==> src/rtl/cpu_regfile.sv <==
// cpu_regfile: parametrised register file, 2 registered read ports, 1 write port, pending scoreboard; REGFILE_BYPASS_EN adds write-to-read forwarding
module cpu_regfile #(
    parameter int DATA_W  = 16,
    parameter int ADDR_W  = 2,
    parameter int ZERO_R0 = 0
) (
    input  logic              clk,
    input  logic              rst,
    input  logic              we,
    input  logic [ADDR_W-1:0] waddr,
    input  logic [DATA_W-1:0] wdata,
    input  logic              issue,
    input  logic [ADDR_W-1:0] issue_addr,
    input  logic [ADDR_W-1:0] ra_addr,
    input  logic [ADDR_W-1:0] rb_addr,
    output logic [DATA_W-1:0] ra_q,
    output logic [DATA_W-1:0] rb_q,
    output logic              ra_pend,
    output logic              rb_pend,
    output logic              hazard
);
    localparam int NREG = 1 << ADDR_W;
    logic [DATA_W-1:0] regs [NREG];
    logic [NREG-1:0]   pend;
    logic              w_ok, i_ok;
    logic [DATA_W-1:0] nd_a, nd_b;
    logic              np_a, np_b;
    // r0 stays zero and never pending because nothing can ever update it
    assign w_ok = we && !(ZERO_R0 != 0 && waddr == '0);
    assign i_ok = issue && !(ZERO_R0 != 0 && issue_addr == '0);
`ifdef REGFILE_BYPASS_EN
    logic hit_a, hit_b;
    assign hit_a = w_ok && waddr == ra_addr;
    assign hit_b = w_ok && waddr == rb_addr;
    always_comb begin
        nd_a = hit_a ? wdata : regs[ra_addr];
        nd_b = hit_b ? wdata : regs[rb_addr];
        np_a = hit_a ? (i_ok && issue_addr == ra_addr) : pend[ra_addr];
        np_b = hit_b ? (i_ok && issue_addr == rb_addr) : pend[rb_addr];
    end
`else
    always_comb begin
        nd_a = regs[ra_addr];
        nd_b = regs[rb_addr];
        np_a = pend[ra_addr];
        np_b = pend[rb_addr];
    end
`endif
    always_ff @(posedge clk or negedge rst) begin
        if (!rst) begin
            for (int i = 0; i < NREG; i++) regs[i] <= '0;
            pend    <= '0;
            ra_q    <= '0;
            rb_q    <= '0;
            ra_pend <= 1'b0;
            rb_pend <= 1'b0;
        end else begin
            if (w_ok) begin
                regs[waddr] <= wdata;
                pend[waddr] <= 1'b0;
            end
            // a same-address issue lands last so the newer producer keeps it pending
            if (i_ok) pend[issue_addr] <= 1'b1;
            ra_q    <= nd_a;
            rb_q    <= nd_b;
            ra_pend <= np_a;
            rb_pend <= np_b;
        end
    end
    assign hazard = ra_pend | rb_pend;
endmodule

==> config.mk <==
export PLATFORM = sky130hd
export DESIGN_NAME = cpu_regfile
export DESIGN_NICKNAME = d
export VERILOG_FILES = /design/src/rtl/cpu_regfile.sv
export SDC_FILE = /design/constraint.sdc
export NUM_CORES = 1
export LEC_CHECK = 0
export CAP_MARGIN = 20
export CORE_MARGIN = 2
export CORE_UTILIZATION = 30
export DETAILED_ROUTE_END_ITERATION = 8
export GPL_TIMING_DRIVEN = 0
export SETUP_SLACK_MARGIN = 0.05
export SYNTH_ARGS = -nofsm -noshare
export SYNTH_HDL_FRONTEND = slang
export SYNTH_SLANG_ARGS = --single-unit
==> constraint.sdc <==
create_clock -name clk -period 1.45 [get_ports clk]
set_clock_uncertainty 0.2 [all_clocks]
set_input_delay 0.2175 -clock clk [delete_from_list [all_inputs] [get_ports clk]]
set_output_delay 0.2175 -clock clk [all_outputs]
set_load 0.01 [all_outputs]
==> flow_summary.ini, run 1 <==
[sta]
fmax_ghz = 0.6707
finalCritPeriodShare = 1.028
hold_viol = 0
setup_violations = 1
worst_slew_pin_slew_ps = 352.1
period_minus_slack_ps = 1491
rsz0062_at_grt = yes
slew_viol_final = 0
max_slew_margin = 0.7653
layout_setup_ws_ps = -40.97

[grt]
grt_max_degree = 68
gr-total-overflow = 0
grt_pass1_vias = 2421
antenna_found_initial = 0
grt_pass1_wl_um = 13640
grt.total_usage = 0.1222

[synth]
synth_cell_types = 17
syn-mean-instance-area_um2 = 18.78
synthCells = 225
synth_top_cell_by_area = dfrtp_1
synth_area_leaders = dfrtp_1, mux4_2, mux2_2, buf_4, buf_6
synth_top_area_frac = 0.6039
synth_seq_cells = 102
ys_warn_count = 0
netlist_area_um2 = 4227
syn_nets = 253
ys_seq_area_frac = 0.6039

[route]
topRoutingLayerUsed = met4
finalWirelength_um = 8572
detail-route-antenna-nets = 0
avgViaCountPerCell = 4.805
first_iter_violations = 112
wl_met3_um = 257
drt_first_pass_iters = 4
num_vias = 2321
wl_per_cell_um = 17.75
wl_met2_um = 4548
wl_met1_um = 3654
route.detailed.drc = 0

[die]
start_util = 0.3057
die_h_um = 122.7
rows = 43
dieWidth_um = 122.7
ios = 63
die_area_um2 = 15050
coreArea_um2 = 13830

[finish]
area_growth_pct = 28.21
instances_no_fill = 483
drive_gt1_frac = 0.4818
diodes = 0
fillers = 1239
fin_util = 0.3919
nets = 326

[clock_network]
clk_latency_ps = 340
cts_tree = yes
tritoncts.num_buffers = 9
cts_max_level = 3
path_clk_slew_ps = 70
clock_sink_count = 102
cts_max_path_buffers = 2
cts-root-buf = clkbuf_16

[worst_setup_path]
crit_family = flip-flops
setup.worst_path.start_class = register
crit_required_ps = 1030
critical_path_class = reg -> out
crit_chain = or2_4 > buf_6
worstPathArrival_ps = 1070
max_stage_delay_ps = 370
crit_fanout = 2
cp_num_buf_inv = 1
crit_path_top_delay_cell = dfrtp_1
end_kind = output port

[place]
port_buffers = 58
place.gp.congestion = 0.6701
dp_cells = 464
dp_hpwl_um = 5613

[pwr]
leakagePower_nw = 2.253
peakVddDrop_uv = 683.8
powerDensity_nw_per_um2 = 1443

[worst_hold_path]
hold_path.class = in -> reg

[status]
status = finished, violations left
violations = setup timing

[run]
cap_violations = 0
[area by class of cell]
class	instances	area (um^2)	share of cell area
clock inverter	6	85.08	0.01570
inverter	3	11.26	0.002078
tap	180	225.2	0.04156
sequential	102	2552	0.4710
timing repair buffer	62	598.1	0.1104
multi-input combinational	108	1613	0.2976
buffer	12	95.09	0.01755
clock buffer	10	239.0	0.04410
[through the flow]
step	area (um^2)	power (mW)	hold slack, ps	setup TNS (ps)	setup WS (ps)
after floorplan	4240	4.602	-278.1	0	53.47
after global placement	5046	5.370	285.6	-422300	-3738
after detailed placement	5071	5.433	14.74	-43250	-832.6
after CTS	5453	7.934	125.1	-59.60	-59.60
after global routing	5419	8.172	137.9	-76.06	-76.06
final	5419	7.822	131.7	-40.97	-40.97
[cell usage in the layout (no fill, tap or decap)]
master	netlist	layout
o32ai_1	1	1
clkbuf_16	0	9
clkbuf_2	1	9
clkdlybuf4s50_1	0	19
nand3b_4	0	2
buf_6	2	6
clkdlybuf4s15_1	0	27
clkinv_2	0	2
clkinvlp_4	0	2
dfrtp_1	102	102
nand2_1	1	1
bufinv_16	0	2
a32o_1	2	2
clkbuf_8	0	1
o2bb2ai_1	1	1
inv_1	3	3
clkdlybuf4s15_2	0	2
nand3_4	0	1
buf_4	3	6
buf_2	4	3
or2_4	0	1
dlygate4sd3_1	0	1
nor3b_4	1	1
buf_16	0	1
mux2_2	64	64
mux4_2	34	34
[worst paths after layout]
path / endpoint / cells past startpoint / slack, ps / startpoint
min in group asynchronous: regs[25] / 2 / 150 / rst
setup reg to reg: rb_q[10] / 1 / 230 / regs[10]
setup / recovery: hazard / 2 / -40 / ra_pend
hold reg to reg: pend[1] / 1 / 310 / pend[1]
max in group asynchronous: ra_q[0] / 3 / 270 / rst
hold / removal: rb_q[1] / 2 / 130 / rb_addr[1]
[Yosys cell counts, drive strengths merged]
cell type  number
dfrtp         102
mux2           64
mux4           34
buf            11
inv             3
a32o            2
nand3b          2
clkbuf          1
nand2           1
nand3           1
nor3b           1
o2bb2ai         1
o32ai           1
or2             1
[state kept, by name, indices dropped and copies added (netlist names)]
name / count
rb_q: 16
pend: 4
rb_pend: 1
ra_q: 16
ra_pend: 1
regs: 64
[routing by layer]
layer,track usage,vias up
li1,-,1018
met1,0.1558,1256
met2,0.2072,40
met3,0.02695,7
met4,0.03879,0
met5,0,-
[timing repair]
action / CTS / global route
hold endpoints to repair: 35 / 0
setup endpoints to repair: 113 / 77
resized for setup: 85 / 11
hold buffers: 1 / 0
pin swaps: 1 / 0
cloned: 0 / 0
setup buffers: 2 / 0
[report_power, final]
part / switching [mW] / internal [mW] / total, mW
Clock: 1.04 / 1.55 / 2.59
Sequential: 0.306 / 3.43 / 3.73
Combinational: 0.553 / 0.947 / 1.50
[cell families after synthesis]
group                  share of synthesized area
flip-flops                                0.6039
multiplexers                              0.3517
buffers and inverters                    0.02102
AND/OR/NAND/NOR                          0.01451
AO/OA/AOI/OAI                           0.008882
No activity file was read; power rests on OpenSTA's default activity.
==> run 2, diff against run 1 <==
--- a/config.mk
+++ b/config.mk
@@ -6,7 +6,6 @@
 export NUM_CORES = 1
 export LEC_CHECK = 0
 export CAP_MARGIN = 20
-export CORE_MARGIN = 2
 export CORE_UTILIZATION = 30
 export DETAILED_ROUTE_END_ITERATION = 8
 export GPL_TIMING_DRIVEN = 0
==> run 2 against run 1 <==
The run still ends with setup timing left. Combinational power about the same. Routed wire length increased by 3.1%. Worst setup slack got worse by 8.9 ps. First-iteration DRC count decreased by 21%. Highest routed layer unchanged. Cell area increased by 1.1%. Critical endpoint unchanged. Via count increased by 0.65%. Critical path type unchanged. Maximum frequency decreased by 0.59%. Clock-buffer cell count increased by 1.
==> flow_summary.ini, run 2 (synthesis gave the netlist of run 1 again) <==
[status]
status = finished, violations left
violations = setup timing

[worst_setup_path]
crit_required_ps = 1030
critical_path_class = reg -> out
crit_fanout = 2
worstPathArrival_ps = 1080
setup.worst_path.start_class = register
end_kind = output port

[grt]
grt_max_degree = 75
grt.total_usage = 0.1344
antenna_found_initial = 0
grt_pass1_vias = 2533
grt_pass1_wl_um = 14370
gr-total-overflow = 0

[clock_network]
path_clk_slew_ps = 70
cts_max_level = 3
tritoncts.num_buffers = 9
clk_latency_ps = 340
clock_sink_count = 102
cts_max_path_buffers = 2
cts_tree = yes
cts-root-buf = clkbuf_16

[sta]
setup_tns_ps = -49.86
rsz0062_at_grt = yes
period_minus_slack_ps = 1500
setup_violations = 1
finalCritPeriodShare = 1.034
fmax_ghz = 0.6667
slew_viol_final = 0
layout_setup_ws_ps = -49.86
hold_viol = 0
worst_slew_pin_slew_ps = 390.2
hold_slack_ps = 143.2
max_slew_margin = 0.7399

[pwr]
sw_frac_of_total = 0.2368
finalPower_mw = 8.026
peakVddDrop_uv = 579.2
pwr-share-clk = 0.344
powerDensity_nw_per_um2 = 1465
seqPwrFrac = 0.466
leakagePower_nw = 2.276
p_switching_mw = 1.900
p_int_mw = 6.126
p_comb_frac = 0.190

[finish]
regMostFlops = regs
reg_top3 = regs (64), ra_q (16), rb_q (16)
layout_common_cells = dfrtp_1, mux2_2, mux4_2
fillers = 1227
area_growth_pct = 29.60
diodes = 0
design_area_um2 = 5478
nets = 328
largest_register_ff_count = 64
drive_gt1_frac = 0.4754
layout_commonest_cell = dfrtp_1
seqCellArea_um2 = 2552
multiInputGateArea_um2 = 1613

[die]
coreArea_um2 = 13830
die_area_um2 = 14570
ios = 63
die_h_um = 120.7
dieWidth_um = 120.7
start_util = 0.3057
rows = 43

[route]
detail-route-antenna-nets = 0
avgViaCountPerCell = 4.816
num_vias = 2336
finalWirelength_um = 8838
route.detailed.drc = 0
drt_first_pass_iters = 4
wl_per_cell_um = 18.22
first_iter_violations = 89

[place]
port_buffers = 58
place_area_um2 = 5071
place.gp.congestion = 0.6607
dp_hpwl_um = 5748

[run]
cap_violations = 0

[worst_hold_path]
hold_path.class = in -> reg
run 2: cell types whose count changed in the layout (fill, tap and decap cells not counted), sizes merged:
cell,delta
clkbuf,-3
buf,+2
clkdlybuf4s15,+4
bufinv,+1
clkinv,-1
clkinvlp,-1
run 2: worst paths after layout:
check | startpoint | endpoint | slack (ps) | cells after the start
setup / recovery | ra_pend | hazard | -50 | 2
max in group asynchronous | rst | regs[4] | 220 | 3
hold / removal | ra_addr[0] | ra_q[1] | 140 | 2
hold reg to reg | pend[1] | pend[1] | 320 | 1
setup reg to reg | regs[15] | ra_q[15] | 230 | 1
min in group asynchronous | rst | rb_q[6] | 150 | 2
run 2: routing by layer:
metal / up-vias / track usage / share of wire
li1: 1015 / - / -
met1: 1256 / 0.1596 / 0.40
met2: 46 / 0.2324 / 0.54
met3: 19 / 0.02406 / 0.028
met4: 0 / 0.06944 / 0.026
met5: - / 0 / 0
run 2: repair_timing:
action                                  4_1_cts  5_1_grt
hold endpoints to repair                     28        0
endpoints found under the setup margin      103       16
pin swaps                                     1        1
hold buffers                                  1        0
gates cloned                                  1        0
setup buffers                                 3        0
gates resized for setup                      86        9
run 2: area by class of cell:
| class | instances | area share |
|---|---|---|
| buffer | 12 | 0.01736 |
| inverter | 3 | 0.002056 |
| multi-input combinational | 108 | 0.2944 |
| clock inverter | 5 | 0.01942 |
| timing repair buffer | 64 | 0.1153 |
| tap | 180 | 0.04111 |
| clock buffer | 11 | 0.04431 |
| sequential | 102 | 0.4660 |
run 2: worst max-delay path, stage by stage (launching register included):
cell     delay, ps
dfrtp_1        380
or2_4          250
buf_6          120
run 2: power by group through the flow:
| stage | clock [mW] | combinational, mW | sequential, mW |
|---|---|---|---|
| 6_report | 2.76 | 1.52 | 3.74 |
| 5_1_grt | 2.96 | 1.64 | 3.82 |
| 4_1_cts | 2.83 | 1.55 | 3.74 |
| 3_5_place_dp | 0 | 1.65 | 3.80 |
| 3_3_place_gp | 0 | 1.61 | 3.76 |
| 2_1_floorplan | 0 | 0.780 | 3.82 |
run 2: metrics by stage:
step | worst slack, ps | instances | util
after CTS | -113.9 | 485 | 0.3968
after detailed placement | -835.8 | 464 | 0.3668
final | -49.86 | 485 | 0.3962
after global placement | -3716 | 463 | 0.3649
after global routing | -87.06 | 485 | 0.3962
after floorplan | 53.47 | 225 | -
